--- src/rtl/switch_pkg.sv ---
// Shared constants and sizing helper for the slide-switch debouncer.
package switch_pkg;

    localparam int SW_WIDTH        = 8;
    localparam int DEBOUNCE_CYCLES = 1000000;

    // Counter width for a given CNT_MAX; never narrower than one bit.
    function automatic int cnt_width(input int cnt_max);
        if (cnt_max <= 2) begin
            return 1;
        end
        return $clog2(cnt_max);
    endfunction

endpackage

--- src/rtl/switch_debouncer_bit.sv ---
// One switch bit: synchroniser chain, stability counter and registered stable level.
module debounce_bit
    import switch_pkg::*;
#(
    parameter int CNT_MAX     = DEBOUNCE_CYCLES,
    parameter int SYNC_STAGES = 2
) (
    input  logic clk,
    input  logic rst_n,
    input  logic raw_i,
    output logic stable_o,
    output logic accept_o
);

    localparam int          CW       = cnt_width(CNT_MAX);
    localparam logic [CW-1:0] CNT_LAST = CW'(CNT_MAX - 1);

    logic [SYNC_STAGES-1:0] sync_q, sync_d;
    logic [CW-1:0]          cnt_q, cnt_d;
    logic                   stable_q, stable_d;
    logic                   samp;
    logic                   accept;

    assign samp = sync_q[SYNC_STAGES-1];

    always_comb begin
        sync_d   = {sync_q[SYNC_STAGES-2:0], raw_i};
        cnt_d    = cnt_q;
        stable_d = stable_q;
        accept   = 1'b0;
        if (samp == stable_q) begin
            cnt_d = '0;
        end else if (cnt_q == CNT_LAST) begin
            // Held long enough: take the new level and start over.
            stable_d = samp;
            cnt_d    = '0;
            accept   = 1'b1;
        end else begin
            cnt_d = cnt_q + CW'(1);
        end
    end

    always_ff @(posedge clk) begin
        if (!rst_n) begin
            sync_q   <= '0;
            cnt_q    <= '0;
            stable_q <= 1'b0;
        end else begin
            sync_q   <= sync_d;
            cnt_q    <= cnt_d;
            stable_q <= stable_d;
        end
    end

    assign stable_o = stable_q;
    assign accept_o = accept;

endmodule

--- src/rtl/switch_debouncer.sv ---
// Debounces the board slide switches bit-by-bit and strobes when the clean vector changes.
module switch_debouncer
    import switch_pkg::*;
#(
    parameter int WIDTH       = SW_WIDTH,
    parameter int CNT_MAX     = DEBOUNCE_CYCLES,
    parameter int SYNC_STAGES = 2
) (
    input  logic             clk,
    input  logic             rst_n,
    input  logic [WIDTH-1:0] switch_raw,
    output logic [WIDTH-1:0] switch_stable,
    output logic             changed
);

    logic [WIDTH-1:0] accept;
    logic             changed_q, changed_d;

    for (genvar i = 0; i < WIDTH; i++) begin : g_bit
        debounce_bit #(
            .CNT_MAX     (CNT_MAX),
            .SYNC_STAGES (SYNC_STAGES)
        ) u_bit (
            .clk      (clk),
            .rst_n    (rst_n),
            .raw_i    (switch_raw[i]),
            .stable_o (switch_stable[i]),
            .accept_o (accept[i])
        );
    end

    // Accepts land on the same edge as the stable flops, so the strobe lines up with them.
    assign changed_d = |accept;

    always_ff @(posedge clk) begin
        if (!rst_n) begin
            changed_q <= 1'b0;
        end else begin
            changed_q <= changed_d;
        end
    end

    assign changed = changed_q;

endmodule

--- config.mk ---
export PLATFORM = sky130hd
export DESIGN_NAME = switch_debouncer
export DESIGN_NICKNAME = d
export VERILOG_FILES = /design/src/rtl/switch_pkg.sv /design/src/rtl/switch_debouncer_bit.sv /design/src/rtl/switch_debouncer.sv
export SDC_FILE = /design/constraint.sdc
export NUM_CORES = 1
export LEC_CHECK = 0
export ABC_CLOCK_PERIOD_IN_PS = 3700
export CORE_MARGIN = 2
export CORE_UTILIZATION = 30
export CTS_BUF_LIST = sky130_fd_sc_hd__clkbuf_16
export DETAILED_ROUTE_END_ITERATION = 8
export GPL_TIMING_DRIVEN = 1
export HOLD_SLACK_MARGIN = 0.06
export MAX_ROUTING_LAYER = met4
export PLACE_DENSITY_LB_ADDON = 0.05
export SLEW_MARGIN = 20
export SYNTH_ARGS = -nofsm -noshare
export SYNTH_HDL_FRONTEND = slang
export SYNTH_SLANG_ARGS = --single-unit
--- constraint.sdc ---
create_clock -name clk -period 3.7 [get_ports clk]
set_input_delay 1.11 -clock clk [delete_from_list [all_inputs] [get_ports clk]]
set_output_delay 1.11 -clock clk [all_outputs]
set_load 0.02 [all_outputs]
* Word level (Yosys, flattened, before mapping)
Cells that the tools add are included.
Word-level totals: bits in registers 185, input bits 10, output and inout port bits 9, logic and storage cells 91
Cells by class: add/sub/neg operators 8, equal/unequal tests 16, muxes and demuxes 16, bitwise operators 9, reductions and logical operators 17
Operators by type and width (count):
- $add A20 B1 Y20 const B | 8
- $eq A20 B20 Y1 const B | 8
- $reduce_or A3 Y1 | 8
- $mux W1 | 16
- $reduce_and A2 Y1 | 8
- $not A1 Y1 | 9
- $eq A1 B1 Y1 | 8
- $reduce_or A8 Y1 | 1

* Depth between registers and ports, before layout
Gate-level depths: netlist of run 1.
depth after elaboration 4, gate-level depth with buffers 7, gate-level depth less buffers 5

* Cells and area by module
Synthesis of run 1 repeated with hierarchy kept, for this count alone.
Second synthesis, totals: cells, all modules 924, area total of the unflattened synthesis 8478.1 µm²
Modules (own cells, without submodules):
- debounce_bit | instances 8, cells an instance 115, area an instance 1054.8 µm², seq. area each 460.4 µm²
- switch_debouncer | instances 1, cells an instance 4, area an instance 40.0 µm², seq. area each 20.0 µm²

* Least setup slack after synthesis of run 1
No wires, ideal clock.
path type input-to-reg, from input rst_n, to register g_bit[6].u_bit.cnt_q[11], setup time 70 ps, arrival time 2019 ps, data required time 3630 ps, slack 1611 ps, stages on the path 6, path buffers 2, path through clkbuf_1 > inv_1 > nor2_1 > o21ai_1 > clkbuf_1 > a21oi_1
Between the ends: longest elaborated chain between the ends 2
RTL lines:
- from (decl) | line switch_debouncer.sv:10 | input logic rst_n,
- $not A1 Y1 (no source line)
- $reduce_or A3 Y1 (no source line)
- to (signal assigned) | line switch_debouncer_bit.sv:50 | cnt_q <= cnt_d;
- to (decl) | line switch_debouncer_bit.sv:19 | logic [CW-1:0] cnt_q, cnt_d;
Every way passes these cells. A chain may end at the register's enable or synchronous reset.

* Final worst setup path of run 1
from register g_bit[6].u_bit.stable_q, to output switch_stable[6]
RTL lines:
- from (decl) | line switch_debouncer_bit.sv:20 | logic stable_q, stable_d;
- from (signal assigned) | line switch_debouncer_bit.sv:51 | stable_q <= stable_d;
- to (decl) | line switch_debouncer.sv:12 | output logic [WIDTH-1:0] switch_stable,
No word-level cell between the ends.

==> results of run 1 <==
[kinds of logic (layout without fill, tap and decap cells)]
family / count (synthesis) / count (layout) / share of synthesized area, %
buffers and inverters: 75 / 90 / 4.310
AOI/OAI and AO/OA: 139 / 139 / 10.15
adders and majority gates: 8 / 8 / 1.210
xor gates and xnor gates: 97 / 97 / 10.27
DFF: 185 / 185 / 44.77
and+or+nand+nor: 438 / 438 / 29.30
[worst paths after layout]
check | startpoint | endpoint | cells after the start | slack [ns]
min reg2reg | g_bit[2].u_bit.sync_q[0] | g_bit[2].u_bit.sync_q[1] | 1 | 0.43
max | g_bit[6].u_bit.stable_o | switch_stable[6] | 1 | 1.08
min | g_bit[2].u_bit.sync_q[0] | g_bit[2].u_bit.sync_q[1] | 1 | 0.43
max reg2reg | g_bit[2].u_bit.cnt_q[15] | g_bit[2].u_bit.cnt_q[4] | 4 | 1.18
[final cells by class]
type,count,area (µm²)
repair buffers,24,225.2
flip-flops and latches,185,3704
multi-input cells,682,4213
fillers,2824,17690
clock inverters,14,193.9
clock buffers,17,425.4
inverters,35,145.1
well taps,341,426.7
[synth_stat cells (2+ instances only)]
cell type,n
nor4b_1,7
or3_1,35
and4_1,12
clkbuf_1,19
nor3_1,18
o211ai_2,3
nor4_1,13
o31ai_1,25
nand4_1,42
nand4bb_1,2
o22ai_1,2
o21ai_1,4
and2_1,27
dfxtp_1,185
o21a_1,8
and3_1,9
nor2_1,114
nand4b_1,2
ha_1,8
o211ai_1,3
or4b_1,5
nand4_2,2
xnor2_1,48
or3b_2,2
or4_4,4
or4_1,33
xor2_1,49
nand3_1,47
a21oi_1,58
buf_4,14
o21ai_0,31
nand2_1,57
buf_2,7
inv_1,34
[per-stage QoR]
step	setup WS, ns	hold WS, ns	cells
2_1_floorplan	1.611	0.4119	942
3_3_place_gp	0.9361	0.4149	1267
3_5_place_dp	0.9018	0.4183	1267
4_1_cts	1.030	0.4375	1298
5_1_grt	0.9893	0.4457	1298
6_report	1.082	0.4343	1298
[report_power, final]
part           internal [mW]  leakage [nW]  switching (mW)
Clock                   1.13         0.292           0.826
Sequential              2.00          1.49         0.00507
Combinational         0.0197         0.926          0.0294
Total                   3.15          2.71           0.861
[placed cells by master, fill, tap and decap left out, drive strengths merged, types with 17 or more instances in the layout]
| cell type | n |
|---|---|
| dfxtp | 185 |
| nor2 | 114 |
| a21oi | 59 |
| nand2 | 57 |
| xor2 | 49 |
| xnor2 | 48 |
| nand3 | 48 |
| nand4 | 45 |
| inv | 38 |
| or4 | 37 |
| or3 | 35 |
| o21ai | 35 |
| and2 | 27 |
| o31ai | 25 |
| nor3 | 18 |
| clkdlybuf4s50 | 18 |
| clkbuf | 17 |
[state kept, by name (all words and copies together), names as in the netlist]
signal                flops
g_bit.u_bit.cnt_q       160
g_bit.u_bit.sync_q       16
g_bit.u_bit.stable_o      8
changed                   1
[routing by layer]
| metal | vias to the layer above | share of wire [%] |
|---|---|---|
| met5 | - | 0 |
| li1 | 3368 | - |
| met2 | 52 | 43 |
| met1 | 2891 | 53 |
| met3 | 14 | 2.4 |
| met4 | 0 | 1.2 |
==> impl_metrics.json, run 1 <==
{
  "clockBufferDepth": 2,
  "synth_top_area_share_pct": 44.77,
  "cts_tree": "yes",
  "ys_types": 47,
  "max-slew-margin-rel_pct": 38.34,
  "critical_path.max_stage_delay_ns": 0.70,
  "io_pins": 19,
  "cap_viol_max_count": 0,
  "drc_errors": 0,
  "busiest_layer": "met2",
  "grt_max_degree": 27,
  "synth_ff_type": "dfxtp_1",
  "ys_ff_latch": 185,
  "synth_top_area_cell": "dfxtp_1",
  "dr_total_vias": 6325,
  "finalHoldViolCount": 0,
  "dpl.hpwl_um": 11730,
  "synth_edf_count": 0,
  "critPathBufInv": 1,
  "period_needed_ns": 2.618,
  "cts_buffers": 17,
  "finalSetupTns_ns": 0,
  "start_kind": "flip-flop",
  "globalplace.congestion": 0.7045,
  "postRouteAntennaNets": 0,
  "finalSetupViolCount": 0,
  "synthCells": 942,
  "die_w_um": 170.1,
  "core_um2": 27030,
  "use_met3_pct": 3.000,
  "cts_setup_buffers": 0,
  "drtIter0Drc": 273,
  "cp_cell_sequence": "clkdlybuf4s50_1",
  "area_growth_pct": 12.81,
  "cts.clk_slew.worst_paths_ns": 0.07,
  "cts_root_buf": "clkbuf_16",
  "clock-sinks": 185,
  "grt_pass1_vias": 5833,
  "ir_drop_mv": 0.2755,
  "wl_per_cell_um": 13.53,
  "critPathRequiredTime_ns": 2.59,
  "final_util_pct": 34.53,
  "async_reset_ff_share_pct": 0,
  "tightest_slew_ns": 0.9222,
  "cp.arrival_ns": 1.51,
  "cts_max_level": 4,
  "ys_warn_count": 0,
  "insertion_delay_ns": 0.43,
  "power_mw": 4.014,
  "hold_path.class": "flip-flop to flip-flop",
  "final-max-slew-violation-count": 0,
  "timing.fmax_ghz": 0.3820,
  "critPathTopFamily": "buffers and inverters",
  "slowest_stage": "clkdlybuf4s50_1",
  "final_nets": 963,
  "grt_pass1_wl_um": 29500,
  "die_h_um": 170.1,
  "end_kind": "output pin",
  "grt_use_total_pct": 12.99,
  "antenna_cells": 0,
  "final_min_period_over_clock_period_pct": 70.75,
  "crit_fanout": 3,
  "grt_overflow": 0,
  "rsz0062_at_grt": "false",
  "met1_usage_pct": 17.57,
  "leakage_nw": 2.711,
  "critPathKind": "flip-flop to output pin",
  "yosysSeqAreaShare_pct": 44.77,
  "syn-num-nets": 960,
  "cts.repair.resized": 0,
  "syn_avg_cell_area_um2": 8.782,
  "port_buffers": 18,
  "wl_um": 17560,
  "grtUsageMet2_pct": 19.26,
  "fin_area_um2": 9333,
  "skew_ns": 0.01178,
  "ctsHoldBuffers": 0,
  "power.density_nw_per_um2": 430.1,
  "dpl_cell_area_um2": 8713,
  "vias_per_cell": 4.873,
  "status": "complete, no violations",
  "dieArea_um2": 28920,
  "antenna_found_initial": 0,
  "drive_above_1_share_pct": 5.643,
  "synthTopCellsByArea": "dfxtp_1 (45%), xor2_1 (5.2%), nor2_1 (5.2%)",
  "netlist_area_um2": 8273,
  "placementRows": 60,
  "dr.pass1.iters": 4,
  "start_util_pct": 30.61
}
(Power assumes the default switching activity.)
==> inputs of run 2 (changes only) <==
- ABC_CLOCK_PERIOD_IN_PS: 3700 -> 2700
- clock period: 3.7 -> 2.7 ns (I/O delays scaled with it)
==> impl_metrics.json, run 2 (same netlist as run 1, synthesis figures left out) <==
{
  "cts_buffers": 17,
  "final_min_period_over_clock_period_pct": 92.32,
  "finalNonFillerCells": 1304,
  "worst_slack_ns": 0.2073,
  "dr.pass1.iters": 4,
  "tightest_slew_ns": 0.9297,
  "antenna_cells": 0,
  "reg2reg_from": "g_bit[5].u_bit.cnt_q[10]",
  "skew_ns": 0.01778,
  "insertion_delay_ns": 0.44,
  "leakage_nw": 2.728,
  "final_util_pct": 34.52,
  "max-slew-margin-rel_pct": 37.84,
  "timing.fmax_ghz": 0.4012,
  "final_cell_mix": "dfxtp_1 (185), nor2_1 (114), a21oi_1 (58), nand2_1 (57), xor2_1 (49)",
  "wl_per_cell_um": 13.29,
  "area_growth_pct": 12.76,
  "hold_path.class": "flip-flop to flip-flop",
  "mostFrequentLayoutCell": "dfxtp_1",
  "antenna_found_initial": 0,
  "dpl.hpwl_um": 11760,
  "dp_slack_ns": 0.1934,
  "drive_above_1_share_pct": 6.438,
  "final-max-slew-violation-count": 0,
  "worstRegToRegCells": 4,
  "die_h_um": 170.1,
  "grt_max_degree": 21,
  "critPathKind": "flip-flop to flip-flop",
  "finalSetupTns_ns": 0,
  "start_kind": "flip-flop",
  "holdPathEnd": "g_bit[4].u_bit.sync_q[1]",
  "worstHoldPathCells": 1,
  "core_um2": 27030,
  "clockBufferDepth": 2,
  "wl_um": 17330,
  "grt_overflow": 0,
  "final_nets": 968,
  "fin_area_um2": 9329,
  "power.density_nw_per_um2": 570.8,
  "largest_register": "g_bit.u_bit.cnt_q",
  "ir_drop_mv": 0.3849,
  "min_from": "g_bit[4].u_bit.sync_q[0]",
  "vias_per_cell": 4.842,
  "status": "complete, no violations",
  "dr_total_vias": 6314,
  "r2r_slack_ns": 0.21,
  "finalSetupViolCount": 0,
  "grt_pass1_vias": 5938,
  "drtIter0Drc": 268,
  "ctsHoldBuffers": 0,
  "grt_pass1_wl_um": 29780,
  "placementRows": 60,
  "clock-sinks": 185,
  "largest_register_ffs": 160,
  "dieArea_um2": 28920,
  "cp.arrival_ns": 2.77,
  "startpoint": "g_bit[5].u_bit.cnt_q[10]",
  "drc_errors": 0,
  "io_pins": 19,
  "grt_use_total_pct": 13.11,
  "die_w_um": 170.1,
  "postRouteAntennaNets": 0,
  "cts.repair.resized": 0,
  "cts.clk_slew.worst_paths_ns": 0.07,
  "cts_tree": "yes",
  "dpl_cell_area_um2": 8751,
  "cts_setup_buffers": 0,
  "r2r_end": "g_bit[5].u_bit.cnt_q[6]",
  "cts_max_level": 4,
  "globalplace.congestion": 0.6899,
  "end_kind": "flip-flop",
  "start_util_pct": 30.61,
  "dp_cells": 1272,
  "period_needed_ns": 2.493,
  "cts_root_buf": "clkbuf_16",
  "rsz0062_at_grt": "false",
  "finalHoldViolCount": 0,
  "cap_viol_max_count": 0,
  "port_buffers": 18,
  "crit_fanout": 20,
  "critPathRequiredTime_ns": 2.98
}
[run 2: through the flow]
step	power [mW]	hold WS, ns
3_3_place_gp	2.884	0.4128
6_report	5.325	0.4339
2_1_floorplan	2.852	0.4119
5_1_grt	5.574	0.4518
4_1_cts	5.458	0.4367
3_5_place_dp	2.883	0.4203
[run 2: critical path, stage by stage, from the launching register on]
cell	delay [ns]
dfxtp_1	0.34
or4b_1	0.55
or4_4	0.59
o211ai_2	0.75
nor2_1	0.12
[run 2: worst max-delay path by stage]
stage                                to  slack (ns)  cells after the start
6_report        g_bit[5].u_bit.cnt_q[6]        0.21                      4
5_1_grt         g_bit[1].u_bit.cnt_q[2]        0.03                      4
4_1_cts         g_bit[5].u_bit.cnt_q[6]        0.19                      4
3_5_place_dp    g_bit[5].u_bit.cnt_q[6]        0.19                      4
3_3_place_gp    g_bit[1].u_bit.cnt_q[7]        0.21                      4
2_1_floorplan  g_bit[6].u_bit.cnt_q[18]        0.79                      6
[run 2: routing by layer]
metal,vias to the layer above,part of all wire [%],GRT usage (%)
met5,-,0,-
li1,3381,-,-
met2,43,44,19.34
met3,13,2.2,3.372
met4,0,1.1,4.088
met1,2877,53,17.56
[run 2: layout make-up]
cell class              count  area (µm²)
well taps                 341       426.7
inverters                  35       145.1
clock buffers              17       425.4
flip-flops and latches    185        3704
multi-input cells         682        4213
clock inverters            15       152.6
repair buffers             29       262.8
fillers                  2786       17700
[run 2: report_power, final]
group	internal, mW	total [mW]	switching (mW)
registers	2.74	2.75	0.00723
clock network	1.31	2.51	1.20
logic	0.0282	0.0687	0.0405
==> inputs of run 3 (changes only) <==
- RECOVER_POWER: not set -> 50
==> impl_metrics.json, run 3 (same netlist as run 1, synthesis figures left out) <==
{
  "p_seq_share_pct": 51.7,
  "core_um2": 27030,
  "cts.clk_slew.worst_paths_ns": 0.07,
  "cts_setup_buffers": 0,
  "leakage_nw": 2.709,
  "status": "complete, no violations",
  "r2r_slack_ns": 0.22,
  "postRouteAntennaNets": 0,
  "finalSetupTns_ns": 0,
  "cts.repair.resized": 0,
  "final_cell_mix": "dfxtp_1 (185), nor2_1 (114), a21oi_1 (58), nand2_1 (57), xor2_1 (49)",
  "cp_cell_sequence": "or4b_1, or4_4, o211ai_2, nor2_1",
  "cts_buffers": 17,
  "end_kind": "flip-flop",
  "wl_um": 17290,
  "grt_overflow": 0,
  "globalplace.congestion": 0.6899,
  "area_growth_pct": 12.51,
  "critical_path.max_stage_delay_ns": 0.74,
  "drc_errors": 0,
  "clock-sinks": 185,
  "die_w_um": 170.1,
  "ctsHoldBuffers": 0,
  "critPathKind": "flip-flop to flip-flop",
  "final_util_pct": 34.44,
  "grt_use_total_pct": 13.11,
  "p_int_mw": 4.075,
  "slowest_stage": "o211ai_2",
  "cap_viol_max_count": 0,
  "hold_path.class": "flip-flop to flip-flop",
  "io_pins": 19,
  "drive_above_1_share_pct": 6.127,
  "switching_share_pct": 23.40,
  "ir_drop_mv": 0.3856,
  "cts_max_level": 4,
  "critPathRequiredTime_ns": 2.98,
  "drtIter0Drc": 250,
  "crit_fanout": 20,
  "final_nets": 968,
  "dieArea_um2": 28920,
  "mostFrequentLayoutCell": "dfxtp_1",
  "timing.fmax_ghz": 0.4031,
  "insertion_delay_ns": 0.44,
  "grt_max_degree": 21,
  "grt_pass1_wl_um": 29780,
  "grt_pass1_vias": 5938,
  "finalSetupViolCount": 0,
  "period_needed_ns": 2.481,
  "power.density_nw_per_um2": 571.5,
  "vias_per_cell": 4.828,
  "power_frac_comb_pct": 1.2,
  "largest_register_ffs": 160,
  "die_h_um": 170.1,
  "skew_ns": 0.01611,
  "dr_total_vias": 6296,
  "dpl.hpwl_um": 11760,
  "power_frac_clock_pct": 47.1,
  "largest_register": "g_bit.u_bit.cnt_q",
  "final_min_period_over_clock_period_pct": 91.88,
  "p_switching_mw": 1.245,
  "tightest_slew_ns": 0.9145,
  "hold-worst-slack_ns": 0.4346,
  "cts_root_buf": "clkbuf_16",
  "finalHoldViolCount": 0,
  "cp.arrival_ns": 2.76,
  "dr.pass1.iters": 4,
  "start_kind": "flip-flop",
  "clockBufferDepth": 2,
  "antenna_cells": 0,
  "max-slew-margin-rel_pct": 38.86,
  "start_util_pct": 30.61,
  "port_buffers": 18,
  "placementRows": 60,
  "wl_per_cell_um": 13.26,
  "final-max-slew-violation-count": 0,
  "antenna_found_initial": 0,
  "rsz0062_at_grt": "false",
  "cts_tree": "yes"
}
run 3: changes by cell type in the layout (fill, tap and decap cells not counted), moves of 2 or more:
cell | before | now
clkbuf_2 | 0 | 4
and2_1 | 27 | 17
and2_0 | 0 | 10
clkbuf_1 | 0 | 2
buf_4 | 11 | 5
run 3: critical path: cells and delay by family, from the launching register on:
kind | cells | cell delay [ns]
compound gates | 1 | 0.74
flops | 1 | 0.34
simple gates | 3 | 1.26
run 3: path summary, 6_finish.rpt:
path,cells after the start,startpoint,to
min,1,g_bit[4].u_bit.sync_q[0],g_bit[4].u_bit.sync_q[1]
max reg2reg,4,g_bit[5].u_bit.cnt_q[10],g_bit[5].u_bit.cnt_q[6]
max,4,g_bit[5].u_bit.cnt_q[10],g_bit[5].u_bit.cnt_q[6]
min reg2reg,1,g_bit[4].u_bit.sync_q[0],g_bit[4].u_bit.sync_q[1]
run 3: layout make-up:
cell class	instances	area, µm²
well taps	341	426.7
clock inverters	15	152.6
fillers	2791	17720
clock buffers	17	425.4
multi-input cells	682	4209
flip-flops and latches	185	3704
inverters	35	145.1
repair buffers	29	245.2
run 3: layer usage:
| layer | share of wire, % | vias to the layer above | GRT usage [%] | wire length, µm |
|---|---|---|---|---|
| met5 | 0 | - | - | 0 |
| met4 | 0.92 | 0 | 4.088 | 159 |
| met3 | 2.2 | 9 | 3.372 | 380 |
| met2 | 44 | 43 | 19.34 | 7652 |
| met1 | 53 | 2864 | 17.56 | 9093 |
| li1 | - | 3380 | - | - |
run 3: metrics by stage:
step           setup WS, ns  area [µm²]  total power, mW  std cells
6_report             0.2193        9308            5.319       1304
5_1_grt             0.02956        9308            5.571       1304
4_1_cts              0.1941        9329            5.458       1304
3_5_place_dp         0.1934        8751            2.883       1272
3_3_place_gp         0.2141        8751            2.884       1272
2_1_floorplan        0.7859        8273            2.852        942
run 3: power by group through the flow:
stage / Sequential, mW / Clock (mW) / Combinational, mW
after floorplan: 2.81 / 0 / 0.0417
after global placement: 2.81 / 0 / 0.0716
after detailed placement: 2.81 / 0 / 0.0710
after CTS: 2.75 / 2.64 / 0.0711
after global routing: 2.75 / 2.75 / 0.0748
final: 2.75 / 2.51 / 0.0655
